==> src/rtl/quadra_seq.sv <==
// quadra_seq: sequencer for the piecewise-quadratic approximation datapath.
// It accepts an operand x and splits it into a segment index x1 (upper bits),
// which addresses the external coefficient LUT, and an offset x2 (lower bits).
// It evaluates y = (a*x2 + b)*x2 + c in Horner form on one shared multiplier
// and then holds y until the consumer accepts it.
//
// Optional build macro: QUADRA_SEQ_ROUND_EN. When it is defined, each scaling
// shift rounds to nearest, with ties going toward +inf. When it is not
// defined, each shift floors.
//
// Ports:
//   clk, rst            clock, asynchronous active-high reset
//   in_valid/in_ready   operand handshake; in_x = {x1, x2}
//   lut_x1              LUT address, registered, stable for the whole op
//   lut_a/b/c           signed LUT coefficients, sampled in FETCH only
//   out_valid/out_ready result handshake; out_y is signed Q3.29
//   busy                high whenever the sequencer is not idle
//   done_cnt            count of accepted results (wraps)
module quadra_seq #(
  parameter int X1_W   = 7,
  parameter int X2_W   = 17,
  parameter int COEF_W = 32,
  parameter int CNT_W  = 16
) (
  input  logic                 clk,
  input  logic                 rst,
  input  logic                 in_valid,
  output logic                 in_ready,
  input  logic [X1_W+X2_W-1:0] in_x,
  output logic [X1_W-1:0]      lut_x1,
  input  logic [COEF_W-1:0]    lut_a,
  input  logic [COEF_W-1:0]    lut_b,
  input  logic [COEF_W-1:0]    lut_c,
  output logic                 out_valid,
  input  logic                 out_ready,
  output logic [COEF_W-1:0]    out_y,
  output logic                 busy,
  output logic [CNT_W-1:0]     done_cnt
);

  localparam int PROD_W = COEF_W + X2_W + 1;

  typedef enum logic [2:0] {
    IDLE,
    FETCH,
    MUL1,
    MUL2,
    DONE
  } state_t;

  state_t state, state_next;

  logic [X1_W-1:0]          x1_r;
  logic [X2_W-1:0]          x2_r;
  logic [COEF_W-1:0]        a_r, b_r, c_r, acc_r, y_r;
  logic                     out_valid_r;
  logic [CNT_W-1:0]         cnt_r;

  logic signed [COEF_W-1:0] mul_op;
  logic signed [PROD_W-1:0] prod, prod_adj;
  logic [COEF_W-1:0]        mul_res;
  logic                     unused_prod_bits;

  // The multiplier is shared: MUL1 multiplies a by x2, MUL2 multiplies acc by x2.
  always_comb begin
    mul_op = (state == MUL2) ? $signed(acc_r) : $signed(a_r);
    prod   = PROD_W'(mul_op) * PROD_W'($signed({1'b0, x2_r}));
  end

`ifdef QUADRA_SEQ_ROUND_EN
  localparam logic [PROD_W-1:0] RND_HALF = PROD_W'(1) << (X2_W - 1);
  always_comb prod_adj = prod + $signed(RND_HALF);
`else
  always_comb prod_adj = prod;
`endif

  // Taking a bit window is the same as an arithmetic shift right by X2_W
  // followed by truncation to COEF_W bits.
  always_comb begin
    mul_res          = prod_adj[X2_W +: COEF_W];
    unused_prod_bits = ^{prod_adj[PROD_W-1], prod_adj[X2_W-1:0]};
  end

  always_ff @(posedge clk or posedge rst) begin
    if (rst) state <= IDLE;
    else     state <= state_next;
  end

  always_comb begin
    state_next = state;
    case (state)
      IDLE:    if (in_valid)  state_next = FETCH;
      FETCH:                  state_next = MUL1;
      MUL1:                   state_next = MUL2;
      MUL2:                   state_next = DONE;
      DONE:    if (out_ready) state_next = IDLE;
      default:                state_next = IDLE;
    endcase
  end

  always_ff @(posedge clk or posedge rst) begin
    if (rst) begin
      x1_r        <= '0;
      x2_r        <= '0;
      a_r         <= '0;
      b_r         <= '0;
      c_r         <= '0;
      acc_r       <= '0;
      y_r         <= '0;
      out_valid_r <= 1'b0;
      cnt_r       <= '0;
    end else begin
      case (state)
        IDLE: begin
          if (in_valid) begin
            x1_r <= in_x[X1_W+X2_W-1:X2_W];
            x2_r <= in_x[X2_W-1:0];
          end
        end
        FETCH: begin
          a_r <= lut_a;
          b_r <= lut_b;
          c_r <= lut_c;
        end
        MUL1: acc_r <= mul_res + b_r;
        MUL2: begin
          y_r         <= mul_res + c_r;
          out_valid_r <= 1'b1;
        end
        DONE: begin
          if (out_ready) begin
            out_valid_r <= 1'b0;
            cnt_r       <= cnt_r + 1'b1;
          end
        end
        default: ;
      endcase
    end
  end

  assign in_ready  = (state == IDLE);
  assign busy      = (state != IDLE);
  assign lut_x1    = x1_r;
  assign out_valid = out_valid_r;
  assign out_y     = y_r;
  assign done_cnt  = cnt_r;

endmodule

==> config.mk <==
export PLATFORM = sky130hd
export DESIGN_NAME = quadra_seq
export DESIGN_NICKNAME = d
export VERILOG_FILES = /design/src/rtl/quadra_seq.sv
export SDC_FILE = /design/constraint.sdc
export NUM_CORES = 2
export LEC_CHECK = 0
export ABC_AREA = 1
export BUFFER_PORTS_ARGS = -buffer_cell sky130_fd_sc_hd__buf_2
export CORE_ASPECT_RATIO = 2
export CORE_MARGIN = 2
export CORE_UTILIZATION = 55
export DETAILED_ROUTE_END_ITERATION = 8
export GPL_TIMING_DRIVEN = 1
export PLACE_DENSITY = 0.83
export SKIP_CTS_REPAIR_TIMING = 1
export SLEW_MARGIN = 20
export SYNTH_ARGS = -nofsm -noshare
export SYNTH_HDL_FRONTEND = slang
export SYNTH_SLANG_ARGS = --single-unit
export TNS_END_PERCENT = 30
==> constraint.sdc <==
create_clock -name clk -period 7.45 [get_ports clk]
set_input_delay 0.3725 -clock clk [delete_from_list [all_inputs] [get_ports clk]]
set_output_delay 0.3725 -clock clk [all_outputs]
set_load 0.01 [all_outputs]
==> flow_summary.ini <==
[status]
status = finished, violations left
failed_checks = setup timing

[place]
gp_congestion = 1.07
dp_hpwl_um = 94600
io_buffers = 181
place_area_um2 = 37600

[final_layout]
nets = 5400
fin_area_um2 = 41200
layout_common_cells = inv_1 (777), buf_4 (667), nand2_1 (660)
area_growth_pct = 34.6
layout_commonest_cell = inv_1
drive_above_1_share = 0.337
post-route-util = 0.746

[worst_setup_path]
endpoint_kind = register
crit_family = adder cells
path_max_fanout = 11
path_buf_inv = 17
start_kind = register
slowest_stage = fa_1
worst_ep_arrival_time_ns = 9.22
critPathMaxStageDelay_ns = 0.64
crit_type = reg2reg
cp.required_ns = 7.95
r2r_setup_slack_ns = -1.26

[die]
fp-row-count = 122
die_h_um = 338
core_um2 = 55300
initial_utilization = 0.554
die_x_um = 171
io_pins = 182
die_area_um2 = 57700

[logic_synthesis]
synthesis.area_um2 = 30600
ys_ff_latch = 204
syn_inst = 3744
synthArstFlopShare = 1.00
syn-num-nets = 4563
synthFlopType = dfrtp_1
avgSynthCellArea_um2 = 8.18
ys_seq_area_frac = 0.167
synth_cell_type_count = 49
synth_edf_count = 0
ys_warn_count = 0

[clock_network]
insertion_delay_ns = 0.57
cts_max_level = 1
cts_tree = yes
numCtsBuffers = 21
clkSlewWorstSetupHoldPaths_ns = 0.08
numClockSinks = 204
cts_max_path_buffers = 3
clockRootBuffer = clkbuf_16

[timing]
hold_viol = 0
slew_headroom = 0.225
setup_viol_count_final = 62
period_minus_slack_ns = 8.71
fin_hold_ws_ns = 0.0360
grt_setup_unrepaired = yes
min_period_over_period = 1.17
max_freq_mhz = 115
worst_slew_pin_slew_ns = 1.15
skew_ns = 0.0215
worst_slack_ns = -1.26
slew_viol_final = 0

[route]
ant_nets = 0
firstDrtPassIters = 8
wirelength_um = 124000
drt-met1-wl_um = 35500
drc = 0
via_per_inst = 5.85
wl_met2_um = 59900
maxUsedRoutingLayer = met5
vias = 31300
dr_wl_met3_um = 11400
wire_per_inst_um = 23.3
drt_iter0_drc = 2917

[global_route]
gr-total-overflow = 0
grt_antenna_before_repair = 13
track_usage = 0.401
grt_pass1_wl_um = 171000
grt_max_degree = 76
grt_pass1_vias = 32300

[worst_hold_path]
hold_class = in2reg

[run]
drv_cap = 0
[worst paths after layout]
kind,start,endpoint,cells after the start
setup / recovery,state[1],out_y[31],47
hold / removal,lut_a[18],a_r[18],2
setup reg to reg,state[1],out_y[31],47
hold reg to reg,out_valid,out_valid,2
max in group asynchronous,rst,done_cnt[4],4
min in group asynchronous,rst,c_r[10],3
[worst reg2reg max path: cells and delay by family (launching register included)]
family,cells,cell delay [ns]
AO/OA/AOI/OAI,2,0.22
adder cells (fa/ha/maj),8,3.91
buffers and inverters,17,1.66
flip-flops,1,0.40
AND/OR/NAND/NOR,20,2.42
[synthesized netlist by cell type (21+ instances only)]
master,n,area (um^2)
a21oi_1,141,706
a31oi_1,28,175
buf_2,40,200
clkbuf_1,62,233
dfrtp_1,204,5100
fa_1,516,10300
ha_1,179,2240
inv_1,808,3030
inv_2,23,86.3
mux2_2,102,1150
nand2_1,729,2740
nand3_1,109,546
nand4_1,21,131
nor2_1,453,1700
nor3_1,25,125
o21ai_0,73,365
o21ai_2,23,201
or2_2,48,300
xnor2_1,22,193
xor2_1,35,307
[area by class of cell]
class / count / area [um^2]
flip-flops and latches: 204 / 5100
inverters: 832 / 3170
fillers: 3580 / 14000
multi-input cells: 2606 / 24300
well taps: 744 / 931
repair buffers: 916 / 7030
clock buffers: 23 / 533
clock inverters: 13 / 163
diodes: 10 / 25.0
[stage by stage]
step,TNS [ns],setup WS [ns],cells
2_1_floorplan,0,0.00572,3744
3_3_place_gp,-51.69,-1.55,5244
3_5_place_dp,-59.22,-1.63,5244
4_1_cts,-62.81,-1.67,5280
5_1_grt,-66.66,-1.49,5344
6_report,-52.53,-1.26,5348
[registers in the layout (all words and copies together) (netlist names)]
| register | count |
|---|---|
| state | 3 |
| acc_r | 32 |
| a_r | 32 |
| lut_x1 | 7 |
| x2_r | 17 |
| b_r | 32 |
| c_r | 32 |
| out_valid | 1 |
| done_cnt | 16 |
| out_y | 32 |
[cell families (layout without fill, tap and decap cells)]
group,count (synthesis),in the layout,synth area share
AND/OR/NAND/NOR,1414,1414,0.189
buffers and inverters,934,1784,0.116
adder cells (fa/ha/maj),695,695,0.410
AO/OA/AOI/OAI,338,338,0.0644
flip-flops,204,204,0.167
multiplexers,102,102,0.0375
XOR/XNOR,57,57,0.0163
other,0,10,0
[layer usage]
metal	vias to the layer above	GRT usage
li1	13000	-
met1	14800	0.374
met2	2366	0.698
met3	1121	0.0779
met4	8	0.422
met5	-	0
Power is left out: the tool's default activity adds up to more than one toggle a clock period on the data nets, which glitch-free logic cannot reach.
